$ cat config.mk
export PLATFORM = sky130hd
export DESIGN_NAME = branch_predictor_btb
export DESIGN_NICKNAME = d
export VERILOG_FILES = /design/src/rtl/branch_predictor_btb.sv
export SDC_FILE = /design/constraint.sdc
export NUM_CORES = 1
export LEC_CHECK = 0
export ABC_CLOCK_PERIOD_IN_PS = 3600
export BUFFER_PORTS_ARGS = -buffer_cell sky130_fd_sc_hd__buf_2
export CORE_MARGIN = 2
export CORE_UTILIZATION = 55
export DETAILED_ROUTE_END_ITERATION = 12
export HOLD_SLACK_MARGIN = 0.12
export PLACE_DENSITY_LB_ADDON = 0.05
export SYNTH_ARGS = -nofsm -noshare
export SYNTH_HDL_FRONTEND = slang
export SYNTH_SLANG_ARGS = --single-unit
export TNS_END_PERCENT = 10
$ cat constraint.sdc
create_clock -name clk_i -period 3.6 [get_ports clk_i]
set_input_delay 0.54 -clock clk_i [delete_from_list [all_inputs] [get_ports clk_i]]
set_output_delay 0.54 -clock clk_i [all_outputs]
set_load 0.01 [all_outputs]
$ cat src/rtl/branch_predictor_btb.sv
// Branch predictor: direct-mapped BTB plus 2-bit saturating counter PHT with
// optional gshare indexing. Lookup is combinational in IF; training and
// mispredict detection come from the resolve stage.
module branch_predictor_btb #(
  parameter int unsigned XLEN       = 32,
  parameter int unsigned ENTRIES    = 16,
  parameter int unsigned TAG_W      = 8,
  parameter int unsigned GHR_W      = 0,
  parameter int unsigned PREDICT_EN = 1
) (
  input  logic            clk_i,
  input  logic            rst_ni,
  input  logic            if_valid_i,
  input  logic [XLEN-1:0] if_pc_i,
  output logic            pred_hit_o,
  output logic            pred_taken_o,
  output logic [XLEN-1:0] pred_target_o,
  input  logic            upd_valid_i,
  input  logic [XLEN-1:0] upd_pc_i,
  input  logic            upd_is_branch_i,
  input  logic            upd_is_jump_i,
  input  logic            upd_taken_i,
  input  logic [XLEN-1:0] upd_target_i,
  input  logic            upd_pred_taken_i,
  input  logic [XLEN-1:0] upd_pred_target_i,
  output logic            mispredict_o,
  output logic [XLEN-1:0] redirect_pc_o,
  output logic [31:0]     stat_lookups_o,
  output logic [31:0]     stat_mispred_o
);

  localparam int unsigned IDX_W = $clog2(ENTRIES);
  localparam int unsigned GHR_L = (GHR_W > 0) ? GHR_W : 1;
  localparam int unsigned TGT_W = XLEN - 2;
  localparam int unsigned STAT_W = 32;

  logic [ENTRIES-1:0] valid_q, valid_d;
  logic [ENTRIES-1:0] jump_q, jump_d;
  logic [TAG_W-1:0]   tag_q    [ENTRIES];
  logic [TAG_W-1:0]   tag_d    [ENTRIES];
  logic [TGT_W-1:0]   target_q [ENTRIES];
  logic [TGT_W-1:0]   target_d [ENTRIES];
  logic [1:0]         ctr_q    [ENTRIES];
  logic [1:0]         ctr_d    [ENTRIES];
  logic [GHR_L-1:0]   ghr_q, ghr_d;
  logic [STAT_W-1:0]  lookups_q, lookups_d;
  logic [STAT_W-1:0]  mispred_q, mispred_d;

  logic [IDX_W-1:0] lk_bidx, lk_pidx, up_bidx, up_pidx;
  logic [TAG_W-1:0] lk_tag, up_tag;
  logic             act_taken;
  logic             lk_hit;

  assign lk_bidx = if_pc_i[IDX_W+1:2];
  assign lk_tag  = if_pc_i[IDX_W+2 +: TAG_W];
  assign up_bidx = upd_pc_i[IDX_W+1:2];
  assign up_tag  = upd_pc_i[IDX_W+2 +: TAG_W];

  // PHT index: gshare folds committed history into the low index bits
  if (GHR_W > 0) begin : g_gshare
    assign lk_pidx = lk_bidx ^ IDX_W'(ghr_q);
    assign up_pidx = up_bidx ^ IDX_W'(ghr_q);
  end else begin : g_bimodal
    assign lk_pidx = lk_bidx;
    assign up_pidx = up_bidx;
  end

  // Bits of the PCs above the tag and below the word offset carry no state
  logic unused_bits;
  assign unused_bits = ^{if_pc_i, upd_pc_i, ghr_q};

  // Same-cycle lookup against committed table state
  always_comb begin
    lk_hit        = valid_q[lk_bidx] && (tag_q[lk_bidx] == lk_tag);
    pred_hit_o    = lk_hit;
    pred_taken_o  = (PREDICT_EN != 0) && lk_hit &&
                    (jump_q[lk_bidx] || ctr_q[lk_pidx][1]);
    pred_target_o = pred_taken_o ? {target_q[lk_bidx], 2'b00}
                                 : if_pc_i + XLEN'(4);
  end

  // Resolve-stage outcome check and redirect address
  always_comb begin
    act_taken     = upd_is_jump_i | (upd_is_branch_i & upd_taken_i);
    mispredict_o  = upd_valid_i &&
                    ((act_taken != upd_pred_taken_i) ||
                     (act_taken && (upd_target_i != upd_pred_target_i)));
    redirect_pc_o = act_taken ? upd_target_i : upd_pc_i + XLEN'(4);
  end

  // Next table, history and statistics state
  always_comb begin
    valid_d   = valid_q;
    jump_d    = jump_q;
    tag_d     = tag_q;
    target_d  = target_q;
    ctr_d     = ctr_q;
    ghr_d     = ghr_q;
    lookups_d = lookups_q;
    mispred_d = mispred_q;

    if (upd_valid_i && (PREDICT_EN != 0)) begin
      if (act_taken) begin
        valid_d[up_bidx]  = 1'b1;
        tag_d[up_bidx]    = up_tag;
        target_d[up_bidx] = upd_target_i[XLEN-1:2];
        jump_d[up_bidx]   = upd_is_jump_i;
      end else if (!upd_is_branch_i && !upd_is_jump_i && upd_pred_taken_i) begin
        // non-branch aliased onto a BTB entry: drop the entry
        valid_d[up_bidx] = 1'b0;
      end

      if (upd_is_branch_i && !upd_is_jump_i) begin
        if (upd_taken_i && (ctr_q[up_pidx] != 2'b11)) begin
          ctr_d[up_pidx] = ctr_q[up_pidx] + 2'd1;
        end else if (!upd_taken_i && (ctr_q[up_pidx] != 2'b00)) begin
          ctr_d[up_pidx] = ctr_q[up_pidx] - 2'd1;
        end
        ghr_d = GHR_L'({ghr_q, upd_taken_i});
      end
    end

    if (if_valid_i && (lookups_q != '1)) begin
      lookups_d = lookups_q + STAT_W'(1);
    end
    if (mispredict_o && (mispred_q != '1)) begin
      mispred_d = mispred_q + STAT_W'(1);
    end
  end

  // State register; reset clears every entry to invalid / weakly not-taken
  always_ff @(posedge clk_i or negedge rst_ni) begin
    if (!rst_ni) begin
      valid_q   <= '0;
      jump_q    <= '0;
      ghr_q     <= '0;
      lookups_q <= '0;
      mispred_q <= '0;
      for (int i = 0; i < int'(ENTRIES); i++) begin
        tag_q[i]    <= '0;
        target_q[i] <= '0;
        ctr_q[i]    <= 2'b01;
      end
    end else begin
      valid_q   <= valid_d;
      jump_q    <= jump_d;
      tag_q     <= tag_d;
      target_q  <= target_d;
      ctr_q     <= ctr_d;
      ghr_q     <= ghr_d;
      lookups_q <= lookups_d;
      mispred_q <= mispred_d;
    end
  end

  assign stat_lookups_o = lookups_q;
  assign stat_mispred_o = mispred_q;

endmodule
Word level (Yosys, flattened, before mapping) --
Cells that the tools add are included.
Storage, ports and cells: input bits 136, register bits 736
Cells by class: order comparisons 6, reductions and logical operators 24, bitwise operators 7, muxes and demuxes 35, eq/ne operators 6, add/sub/neg operators 6
Operators with widths (number):
- $bwmux 480 | 1
- $bwmux 128 | 1
- $mux 32 | 4
- $bmux 30 s4 | 1
- $demux 30 s4 | 1
- $mux 30 | 3
- $add 32x1->32 const B | 2
- $add 32x3->32 const B | 2
- $bwmux 32 | 2
- $ne 32x32->1 const B | 2
- $bmux 8 s4 | 1
- $demux 8 s4 | 1
- $mux 16 | 2
- $ne 32x32->1 | 1
- $mux 8 | 3
- $and 16x16->16 | 1
- $bmux 2 s4 | 2
- $bwmux 16 | 1
- $not 16->16 | 1
- $or 16x16->16 | 1
- $logic_and 1x1->1 | 13
- $ge 5x5->1 const B | 2
- $lt 4x5->1 const B | 2
- $mux 2 | 5
- other kinds (19) | 29

Longest topological paths before layout --
depth after elaboration 8, mapped depth 15, mapped depth without buffers 12

Least setup slack after synthesis --
Ideal clock, no wire load.
path kind input -> output, from in if_pc_i[2], to out pred_target_o[31], data arrival time 3.278 ns, stages 8, setup slack -0.218 ns, cell sequence buf_2 -> buf_2 -> buf_2 -> clkbuf_1 -> buf_1 -> mux4_2 -> mux4_2 -> mux2_2
Between the ends: longest elaborated chain between the ends 8, elaborated cells on any way between the ends 20, classes of those cells add/sub (1); eq/ne (1); mux (14); bitwise (1); reduce/logical (3)
Ends and longest elaborated chain:
- start, declared | line 14 | input logic [XLEN-1:0] if_pc_i,
- $not 4->5 (not written as such) | line 74, 77, 78
- $bmux 8 s4 | line 74 | lk_hit = valid_q[lk_bidx] && (tag_q[lk_bidx] == lk_tag);
- $mux 8 (not written as such) (2 in series) | line 74
- $eq 8x8->1 | line 74
- $logic_and 1x1->1 | line 74
- $logic_and 1x1->1 | line 76 | pred_taken_o = (PREDICT_EN != 0) && lk_hit &&
- $mux 32 * | line 78 | pred_target_o = pred_taken_o ? {target_q[lk_bidx], 2'b00}
- end, declared | line 17 | output logic [XLEN-1:0] pred_target_o,
Every way passes the cells marked *; elsewhere a longest branch is shown, timed or not. The select of a mux whose other input is x is not followed.

Worst setup path after layout --
from reg tag_q[97] (netlist name), to out pred_target_o[17]
Between the ends: longest elaborated chain between the ends 7
Ends and longest elaborated chain:
- start, declared | line 39 | logic [TAG_W-1:0] tag_q [ENTRIES];
- start signal, assigned | line 147 | tag_q <= tag_d;
- $bmux 8 s4 | line 74
- $mux 8 (not written as such) (2 in series) | line 74
- $eq 8x8->1 | line 74
- $logic_and 1x1->1 | line 74
- $logic_and 1x1->1 | line 76
- $mux 32 | line 78
Every way passes these cells. The select of a mux whose other input is x is not followed.

==> results_dict.tcl <==
set metrics [dict create \
    fin_crit_sh 1.11 \
    leakage_nw 19.2 \
    grt.overflow.total 0 \
    tritoncts "yes" \
    antenna_found_initial 3 \
    synth-seq-cells 736 \
    synthDistinctLibCells 60 \
    clockBufferDepth 3 \
    start_util 0.554 \
    cts-root-buf "clkbuf_16" \
    drive_gt1_frac 0.491 \
    hold_ws_ns 0.342 \
    start_kind "register" \
    tightestPinTransition_ns 0.985 \
    clk_pin_slew_worst_paths_ns 0.06 \
    fp.dieArea_um2 66800 \
    dp_cells 3641 \
    fin_cells 3790 \
    dr.pass1.iters 6 \
    synth_fa_ha_area_frac 0.00316 \
    port_buffers 266 \
    tritoncts.num_buffers 79 \
    worst_ep_arrival_time_ns 3.46 \
    syn2layout_area_growth_pct 17.3 \
    grt_max_degree 100 \
    synth.avg_cell_area_um2 13.9 \
    rsz0062_at_grt "yes" \
    drc 0 \
    grt_pass1_vias 24300 \
    cp.required_ns 3.06 \
    totalWireLength_mm 99.3 \
    yosys_warnings 0 \
    gp_congestion 0.895 \
    io_pins 267 \
    slew-limit-headroom 0.342 \
    drv_slew 0 \
    ant_nets 0 \
    synth_mux_area_frac 0.331 \
    grt_pass1_wl_mm 152 \
    crit_buf_inv 2 \
    yosys.area.top_type "dfrtp_1" \
    violations "setup timing" \
    clock_latency_ns 0.63 \
    htreeDepth 3 \
    placementRows 93 \
    postSynthCellCount 2565 \
    cts_sinks 736 \
    cpPeakStageDelay_ns 0.51 \
    end_kind "output pin" \
    fmax_mhz 250 \
    irDropWorstVdd_v 0.000386 \
    hold_depth 3 \
    synth_top_family_by_area "multiplexers" \
    crit_fanout 17 \
    synthFlopType "dfrtp_1" \
    track_usage 0.303 \
    fin_skew_ns 0.0179 \
    path_class "register to output pin" \
    nNetsFinal 3015 \
    synthTopCellsByCount "dfrtp_1 (720), mux2_2 (618), clkbuf_1 (187)" \
    hold_violations 0 \
    vias_per_cell 6.08 \
    die_height_um 258 \
    async_reset_ff_frac 1.00 \
    syn_nets 2710 \
    num_vias 23000 \
    dp_hpwl_mm 64.4 \
    post_drt_wl_per_cell_um 26.2 \
    r2r_setup_slack_ns 0.40 \
    synth-compound-area-share 0.0223 \
    fin_util 0.650 \
    worst_path_dominant_cell_family "simple AND/OR/NAND/NOR gates" \
    min_path_type "input port to register" \
    synth.area.top_cells "dfrtp_1 (51%), mux2_2 (20%), mux4_2 (12%), xnor2_1 (2.6%), clkbuf_1 (2.0%)" \
    yosys.area_share.simple 0.0587 \
    coreArea_um2 64200 \
    die_w_um 258 \
    synth_xor_area_frac 0.0391 \
    yosys.area.top_type_share 0.506 \
    totalPowerFinal_mw 23.4 \
    critical_path_depth 10 \
    r2r_cells 9 \
    crit_chain "mux2i_1, a22o_1, or4_4, a211oi_4, o2111ai_2, nor4b_4, nand2_2, buf_12, mux2_4, buf_6" \
    synth_area_um2 35600 \
    synth_most_common_cell "dfrtp_1" \
    drt_iter0_drc 1628 \
    cellPowerDensity_nw_per_um2 560 \
    cp_slowest_cell "or4_4" \
    maxCapViolations 0 \
    seq_area_frac_synth 0.518 \
    status "finished, violations left" \
    finalSetupViolCount 33 \
    finalCriticalPeriod_ns 4.00 \
    synth_edf_count 0 \
    fillers 4779 \
    fin_ws_ns -0.404 \
]
[cells by family (layout without fill, tap and decap cells)]
logic type,Yosys count,after routing
AO/OA/AOI/OAI,138,138
XOR/XNOR,159,159
adder cells (fa/ha/maj),9,9
buffers and inverters,243,612
flip-flops,736,736
multiplexers,858,858
other,0,1
AND/OR/NAND/NOR,422,422
[per-layer routing]
layer / track usage / up-vias / wire, um
li1: - / 9950 / -
met1: 0.423 / 12300 / 42400
met2: 0.492 / 641 / 48200
met3: 0.0440 / 177 / 5460
met4: 0.107 / 4 / 3210
met5: 0 / - / 25
[where the power goes]
| group | internal (mW) | switching, mW | leakage [nW] |
|---|---|---|---|
| Sequential | 10.0 | 0.942 | 9.30 |
| Clock | 4.63 | 3.38 | 1.27 |
| Combinational | 2.59 | 1.83 | 8.58 |
[registers in the layout (all words and copies together) (netlist names), named ones only]
signal and cells:
stat_lookups_o 32, target_q 480, jump_q 16, ctr_q 16
tag_q 128, stat_mispred_o 32
[what timing repair did]
| action | in CTS | in global routing |
|---|---|---|
| pin swaps | 2 | 2 |
| resized for setup | 29 | 8 |
| setup endpoints to repair | 34 | 34 |
| hold buffers | 1 | 0 |
| buffers inserted | 2 | 0 |
| hold endpoints to repair | 67 | 0 |
[layout make-up]
class / instances / area (um^2) / share of cell area
multi-input cells: 1586 / 16400 / 0.392
flip-flops and latches: 736 / 18400 / 0.441
well taps: 855 / 1070 / 0.0256
inverters: 17 / 63.8 / 0.00153
repair buffers: 450 / 3260 / 0.0780
clock inverters: 29 / 282 / 0.00674
clock buffers: 116 / 2280 / 0.0545
diodes: 1 / 2.50 / 0.0000599
[worst register-to-register path: stages (launching register included)]
cell	delay [ns]
dfrtp_1	0.44
and4_1	0.24
and3_1	0.24
and3_1	0.21
and4_1	0.31
and4_1	0.30
nor3b_1	0.82
buf_4	0.25
nand4_1	0.13
xnor2_1	0.15
[placed cells by master (no fill, tap or decap), types with 11 or more instances in the layout]
master and n:
nor2_1 57, dfrtp_1 720, and3_1 26, buf_2 234, mux2i_1 26, a21oi_1 18
and4_1 16, mux2_4 26, inv_1 16, dfstp_2 16, nand4_1 38, buf_6 30
nand2_1 156, xor2_1 55, nand3_1 53, nand3_4 12, mux2_2 618, nor3_1 17
buf_12 27, xnor2_1 104, o21ai_0 84, clkbuf_16 80, buf_4 156, clkbuf_8 14
clkinv_2 18, mux4_2 184, clkbuf_1 22, and2_1 11
[through the flow]
step | cell area, um^2 | setup slack, ns | TNS (ns)
after floorplan | 35600 | -0.0346 | -0.320
after global placement | 39000 | -0.349 | -10.48
after detailed placement | 39000 | -0.411 | -12.31
after CTS | 41700 | -0.400 | -12.59
after global routing | 41800 | -0.516 | -16.36
final | 41800 | -0.404 | -12.34
[worst paths after layout]
check,startpoint,end
worst max-delay path,tag_q[97]$_DFFE_PN0P_,pred_target_o[17]
worst min-delay path,if_valid_i,stat_lookups_o[0]$_DFFE_PN0P_
worst max register to register,stat_mispred_o[2]$_DFFE_PN0P_,stat_mispred_o[22]$_DFFE_PN0P_
worst min register to register,tag_q[31]$_DFFE_PN0P_,tag_q[31]$_DFFE_PN0P_
max in group asynchronous,rst_ni,target_q[14]$_DFFE_PN0P_
min in group asynchronous,rst_ni,target_q[446]$_DFFE_PN0P_
(Power assumes the default switching activity.)
